`config.mk`:
```
export PLATFORM = sky130hd
export DESIGN_NAME = gpioemu_prime_ctl_flat
export DESIGN_NICKNAME = d
export VERILOG_FILES = /design/src/rtl/gpioemu_prime_ctl_if.sv /design/src/rtl/gpioemu_prime_ctl.sv /design/src/flat_wrapper.sv
export SDC_FILE = /design/constraint.sdc
export NUM_CORES = 2
export LEC_CHECK = 0
export CORE_ASPECT_RATIO = 1.1
export CORE_MARGIN = 10
export CORE_UTILIZATION = 40
export DETAILED_ROUTE_END_ITERATION = 10
export RECOVER_POWER = 50
export SETUP_SLACK_MARGIN = 0.05
export SLEW_MARGIN = 15
export SYNTH_ARGS = -nofsm -noshare
export SYNTH_HDL_FRONTEND = slang
export SYNTH_SLANG_ARGS = --single-unit
```
`constraint.sdc`:
```
create_clock -name clk -period 79.8 [get_ports clk]
set_input_delay 7.98 -clock clk [delete_from_list [all_inputs] [get_ports clk]]
set_output_delay 7.98 -clock clk [all_outputs]
set_load 0.01 [all_outputs]
```
`src/rtl/gpioemu_prime_ctl_if.sv`:
```
// CPU register bus for the GPIO emulator / prime engine: address, level strobes
// and the two data paths.
`timescale 1ns/1ps

interface gpioemu_prime_ctl_if;
    logic [15:0] saddress;
    logic        srd;
    logic        swr;
    logic [31:0] sdata_in;
    logic [31:0] sdata_out;

    modport master (output saddress, srd, swr, sdata_in, input sdata_out);
    modport slave  (input saddress, srd, swr, sdata_in, output sdata_out);
endinterface

```
`src/rtl/gpioemu_prime_ctl.sv`:
```
// GPIO emulator with a trial-division prime engine: n-th prime or prime count
// up to N, with abort, done/error flags and a live primes-found counter.
`timescale 1ns/1ps

module gpioemu_prime_ctl #(
    parameter int unsigned N_WIDTH  = 10,
    parameter int unsigned MAX_N    = 1000,
    parameter logic [15:0] ADDR_N    = 16'h288,
    parameter logic [15:0] ADDR_CTRL = 16'h290,
    parameter logic [15:0] ADDR_W    = 16'h298,
    parameter logic [15:0] ADDR_CNT  = 16'h2A8,
    parameter logic [15:0] ADDR_S    = 16'h2A0
) (
    input  logic                 clk,
    input  logic                 n_reset,
    gpioemu_prime_ctl_if.slave   bus,
    input  logic [31:0]          gpio_in,
    input  logic                 gpio_latch,
    output logic [31:0]          gpio_out,
    output logic [31:0]          gpio_in_s_insp
);

    typedef enum logic [1:0] {
        IDLE  = 2'b00,
        CALC  = 2'b01,
        CHECK = 2'b11,
        FOUND = 2'b10
    } state_t;

    state_t             state;
    logic               srd_q, swr_q, latch_q;
    logic [N_WIDTH-1:0] n_reg;
    logic               mode;
    logic               done;
    logic               error;
    logic               flag;
    logic [31:0]        w_reg, cnt, cand, div_i;
    logic [31:0]        rd_data;

    logic        rd_edge, wr_edge, latch_edge;
    logic [31:0] wr_val, n_ext, i_sq, rem, cnt_inc, rd_mux;
    logic        wr_bad;
    logic        unused_sdata_bits;

    assign rd_edge    = bus.srd & ~srd_q;
    assign wr_edge    = bus.swr & ~swr_q;
    assign latch_edge = gpio_latch & ~latch_q;

    assign wr_val  = 32'(bus.sdata_in[N_WIDTH-1:0]);
    assign wr_bad  = (wr_val == 32'd0) || (wr_val > MAX_N);
    assign n_ext   = 32'(n_reg);
    assign i_sq    = div_i * div_i;
    assign rem     = cand % div_i;
    assign cnt_inc = cnt + 32'd1;

    assign unused_sdata_bits = ^bus.sdata_in[31:N_WIDTH];
    assign bus.sdata_out     = rd_data;

    // NOTE: every variable written in always_comb gets a default first, so no latch is inferred.
    always_comb begin
        rd_mux = 32'd0;
        case (bus.saddress)
            ADDR_N:    rd_mux = n_ext;
            ADDR_CTRL: rd_mux = {31'd0, mode};
            ADDR_W:    rd_mux = w_reg;
            ADDR_CNT:  rd_mux = cnt;
            ADDR_S:    rd_mux = {28'd0, error, done, state};
            default:   rd_mux = 32'd0;
        endcase
    end

    // NOTE: state uses non-blocking assignments; the bus-write code sits after
    // the FSM so a write in the same cycle overrides the step (last NBA wins).
    always_ff @(posedge clk) begin
        if (!n_reset) begin
            state          <= IDLE;
            srd_q          <= 1'b0;
            swr_q          <= 1'b0;
            latch_q        <= 1'b0;
            n_reg          <= '0;
            mode           <= 1'b0;
            done           <= 1'b0;
            error          <= 1'b0;
            flag           <= 1'b0;
            w_reg          <= 32'd0;
            cnt            <= 32'd0;
            cand           <= 32'd2;
            div_i          <= 32'd0;
            rd_data        <= 32'd0;
            gpio_out       <= 32'd0;
            gpio_in_s_insp <= 32'd0;
        end else begin
            srd_q    <= bus.srd;
            swr_q    <= bus.swr;
            latch_q  <= gpio_latch;
            gpio_out <= cnt;

            // Read mux samples the registers before any write of this cycle lands.
            if (rd_edge)
                rd_data <= rd_mux;
            if (latch_edge)
                gpio_in_s_insp <= gpio_in;

            case (state)
                IDLE: ;
                CALC: begin
                    if (mode && (cand > n_ext)) begin
                        w_reg <= cnt;
                        state <= FOUND;
                    end else begin
                        div_i <= 32'd2;
                        flag  <= 1'b1;
                        state <= CHECK;
                    end
                end
                CHECK: begin
                    // A cleared flag forces the exit one cycle after the divisor hit.
                    if ((i_sq > cand) || !flag) begin
                        if (flag) begin
                            cnt <= cnt_inc;
                            if (!mode && (cnt_inc == n_ext)) begin
                                w_reg <= cand;
                                state <= FOUND;
                            end else begin
                                cand  <= cand + 32'd1;
                                state <= CALC;
                            end
                        end else begin
                            cand  <= cand + 32'd1;
                            state <= CALC;
                        end
                    end else if (rem == 32'd0) begin
                        flag <= 1'b0;
                    end else begin
                        div_i <= div_i + 32'd1;
                    end
                end
                FOUND: begin
                    done  <= 1'b1;
                    state <= IDLE;
                end
                default: state <= IDLE;
            endcase

            if (wr_edge && (bus.saddress == ADDR_N)) begin
                if (wr_bad) begin
                    error <= 1'b1;
                end else begin
                    n_reg <= bus.sdata_in[N_WIDTH-1:0];
                    error <= 1'b0;
                    done  <= 1'b0;
                    cnt   <= 32'd0;
                    cand  <= 32'd2;
                    state <= CALC;
                end
            end

            if (wr_edge && (bus.saddress == ADDR_CTRL)) begin
                mode <= bus.sdata_in[0];
                if (bus.sdata_in[1]) begin
                    state <= IDLE;
                    done  <= 1'b0;
                end
            end
        end
    end

endmodule

```
`src/flat_wrapper.sv`:
```
// flat-port wrapper written by rule: the top's interface ports become plain ports
module gpioemu_prime_ctl_flat 
#(
    parameter int unsigned N_WIDTH  = 10,
    parameter int unsigned MAX_N    = 1000,
    parameter logic [15:0] ADDR_N    = 16'h288,
    parameter logic [15:0] ADDR_CTRL = 16'h290,
    parameter logic [15:0] ADDR_W    = 16'h298,
    parameter logic [15:0] ADDR_CNT  = 16'h2A8,
    parameter logic [15:0] ADDR_S    = 16'h2A0
)
  (clk, n_reset, gpio_in, gpio_latch, gpio_out, gpio_in_s_insp, bus_saddress, bus_srd, bus_swr, bus_sdata_in, bus_sdata_out);
  gpioemu_prime_ctl_if bus_i ();
  input  logic clk;
  input  logic n_reset;
  input  logic [31:0] gpio_in;
  input  logic gpio_latch;
  output logic [31:0] gpio_out;
  output logic [31:0] gpio_in_s_insp;
  input wire logic [$bits(bus_i.saddress)-1:0] bus_saddress;
  input wire logic [$bits(bus_i.srd)-1:0] bus_srd;
  input wire logic [$bits(bus_i.swr)-1:0] bus_swr;
  input wire logic [$bits(bus_i.sdata_in)-1:0] bus_sdata_in;
  output wire logic [$bits(bus_i.sdata_out)-1:0] bus_sdata_out;
  assign bus_i.saddress = bus_saddress;
  assign bus_i.srd = bus_srd;
  assign bus_i.swr = bus_swr;
  assign bus_i.sdata_in = bus_sdata_in;
  assign bus_sdata_out = bus_i.sdata_out;
  gpioemu_prime_ctl #(.N_WIDTH(N_WIDTH), .MAX_N(MAX_N), .ADDR_N(ADDR_N), .ADDR_CTRL(ADDR_CTRL), .ADDR_W(ADDR_W), .ADDR_CNT(ADDR_CNT), .ADDR_S(ADDR_S)) u_core (.clk(clk), .n_reset(n_reset), .bus(bus_i), .gpio_in(gpio_in), .gpio_latch(gpio_latch), .gpio_out(gpio_out), .gpio_in_s_insp(gpio_in_s_insp));
endmodule
```
==> key figures <==
CTS
  • CTS tree: built
  • Clock buffer depth: 3
  • # hold bufs at CTS: 0
  • Later-pin clock latency in the skew report: 550 ps
  • H-tree depth: 1
  • Cts bufs inserted: 25
  • Clock slew at reported path FFs: about 60 ps
  • Root Buffer: clkbuf_16
  • TritonCTS sink count: 243

Critical path
  • CP top delay family: compound AO/OA/AOI/OAI gates
  • CP endpoint kind: flip-flop
  • Slowest stage delay, CP: 730 ps
  • Sum of buffers and inverters on the critical path: 55
  • Crit Path Class: reg2reg
  • Slowest CP cell: a2111oi_0
  • Cell mode on critical path: buf_4
  • Maximum fanout along the worst path: 18
  • Critical Path Source Type: flip-flop
  • Critical Path RT: between 80,000 and 90,000 ps
  • Arr. time, crit path: 76,410 ps

Flow run
  • Max-Cap Viols: 3

Routing
  • Iter 0 DRT Violations: between 5,000 and 6,000
  • DR vias/cell: 5.808
  • Post-DRT Antenna Nets: 0
  • Wire per inst: 22.14 um
  • Routed wire length: approximately 240,000 um
  • Drt pass-1 iters: 6
  • Number of vias in the routed layout: 61,930
  • DR DRC count: 0

Synthesis
  • Primary FF master, synth: dfxtp_1
  • Syn_area_per_cell: approximately 7.3 um^2
  • Syn nets: 8,737
  • List of most frequent post-synthesis cells: 850 x nand2_1, 839 x nor2_1, 702 x ha_1, 660 x inv_1, 561 x a21oi_1
  • Post-synthesis sequential area ratio: 0.08732
  • Synth top area cells: ha_1 16%, fa_1 13%, dfxtp_1 8.7%
  • Cell count after synthesis: 7,582
  • Number of synthesized flops with an enable pin: 0
  • Yosys cell types: approximately 110
  • Most common cell in the netlist: nand2_1
  • Synth async-reset ratio: 0
  • Synthesis Warnings: 0
  • Yosys reg bits: ~240
  • Largest area contributor in the netlist: ha_1
  • Netlist Area Pre-Place: 55,710 um^2
  • Top cell type's share of synthesized area: 0.1577

STA
  • Fmax: 13.17 MHz
  • Tcrit/Tclk final: 0.9516
  • Slew HR: -1.156
  • Setup violations, final: 0
  • Final Hold Fails: 0
  • RSZ-0062 raised after global routing: false
  • Post-route minimum period: around 76,000 ps
  • Setup Skew: roughly 29 ps
  • Final slew viol count: 156
  • Setup Total Neg Slack: 0 ps
  • Worst Tran Pin Value: 3234 ps
  • Final hold slack: 452.0 ps

Final layout
  • Design area: 69,920 um^2
  • Util after Layout: 0.5056
  • Area delta synth->final: 25.52%
  • Ratio of cells with drive above 1 in the final layout: 0.1845
  • Fin nets: about 10,000

Outcome
  • Status: complete, but fails checks
  • Failing checks: max-capacitance violations, max-slew violations

Placement
  • Port buffer count: 158
  • DP HPWL: 191,500 um
  • Cell Area, Placed: about 69,000 um^2
  • Gpl congestion: 1.052

Global routing
  • GRT met1 Usage: 0.3641
  • GRT met2 Usage: 0.4919
  • First-pass GRT wire length: 357,000 um
  • GRT Util Overall: 0.2924
  • Largest net degree at the start of global routing: 70
  • Gr busiest metal: met2
  • GR Overflow Total: 0
  • Met3 Resource Use GR: 0.03982
  • Vias in the first global route: roughly 60,000
  • Initial antenna violation count: 1

Die
  • Std-Cell Core Area: 138,300 um^2
  • Die height: 411.4 um
  • Ports placed on the boundary: 181
  • Die ar.: 154,600 um^2
  • Row cnt: 143
  • Starting density of the core: 0.4028
  • Die X: between 300 and 400 um

Min path
  • HP Class: reg2reg
final cells by class:
class | instances | area (um^2)
inverters | 672 | 2524
repair buffers | 1527 | 12010
diodes | 1 | 2.502
fillers | 13650 | 68380
clock inverters | 6 | 70.07
multi-input cells | 6366 | 47460
well taps | 1812 | 2267
clock buffers | 36 | 726.9
flip-flops and latches | 243 | 4866
cell families (layout without fill, tap and decap cells):
logic type / Yosys count / count (layout) / synth area share
DFF: 243 / 243 / 0.08732
adders and majority gates: 1070 / 1070 / 0.2899
and+or+nand+nor: 2711 / 2711 / 0.2245
AOI/OAI and AO/OA: 1983 / 1983 / 0.2337
muxes: 124 / 124 / 0.02300
other: 0 / 1 / 0
xor gates and xnor gates: 478 / 478 / 0.07515
buffers and inverters: 973 / 2241 / 0.06646
worst min-delay path, cell delays in order, from the launching register on:
cell and delay, ps:
dfxtp_1 300, nand2_1 50, a21oi_1 50
layer usage:
| metal | vias up | part of all wire |
|---|---|---|
| li1 | 29260 | - |
| met1 | 29520 | 0.41 |
| met2 | 2531 | 0.46 |
| met3 | 618 | 0.077 |
| met4 | 2 | 0.060 |
| met5 | - | 0.000055 |
worst paths after layout:
check	start	slack [ps]	cells after the start	end
worst max-delay path	u_core.div_i[13]	3860	328	u_core.div_i[18]
worst min-delay path	u_core.gpio_in_s_insp[22]	450	2	u_core.gpio_in_s_insp[22]
worst max register to register	u_core.div_i[13]	3860	328	u_core.div_i[18]
worst min register to register	u_core.gpio_in_s_insp[22]	450	2	u_core.gpio_in_s_insp[22]
timing repair:
action / CTS / global route
buffers inserted: 0 / 4
resized for setup: 1 / 54
pin swaps: 0 / 2
setup endpoints to repair: 32 / 33
endpoints found under the hold margin: 0 / 0
cell usage in the layout (no fill, tap or decap), drive strengths merged, types with 243 or more instances in the layout:
cell type  synthesis  final
nand2            850    850
o21ai            374    374
nor2             841    841
dfxtp            243    243
fa               368    368
buf               43   1368
ha               702    702
a21oi            564    564
xnor2            296    296
inv              663    669
per-stage QoR:
| stage | instances | worst slack (ps) |
|---|---|---|
| after global placement | 10620 | 667.9 |
| final | 10660 | 3864 |
| after CTS | 10660 | 149.8 |
| after global routing | 10660 | 19.98 |
| after floorplan | 7582 | 8185 |
| after detailed placement | 10620 | 261.8 |
Power is left out: the tool's default activity adds up to more than one toggle a clock period on the data nets, which glitch-free logic cannot reach.
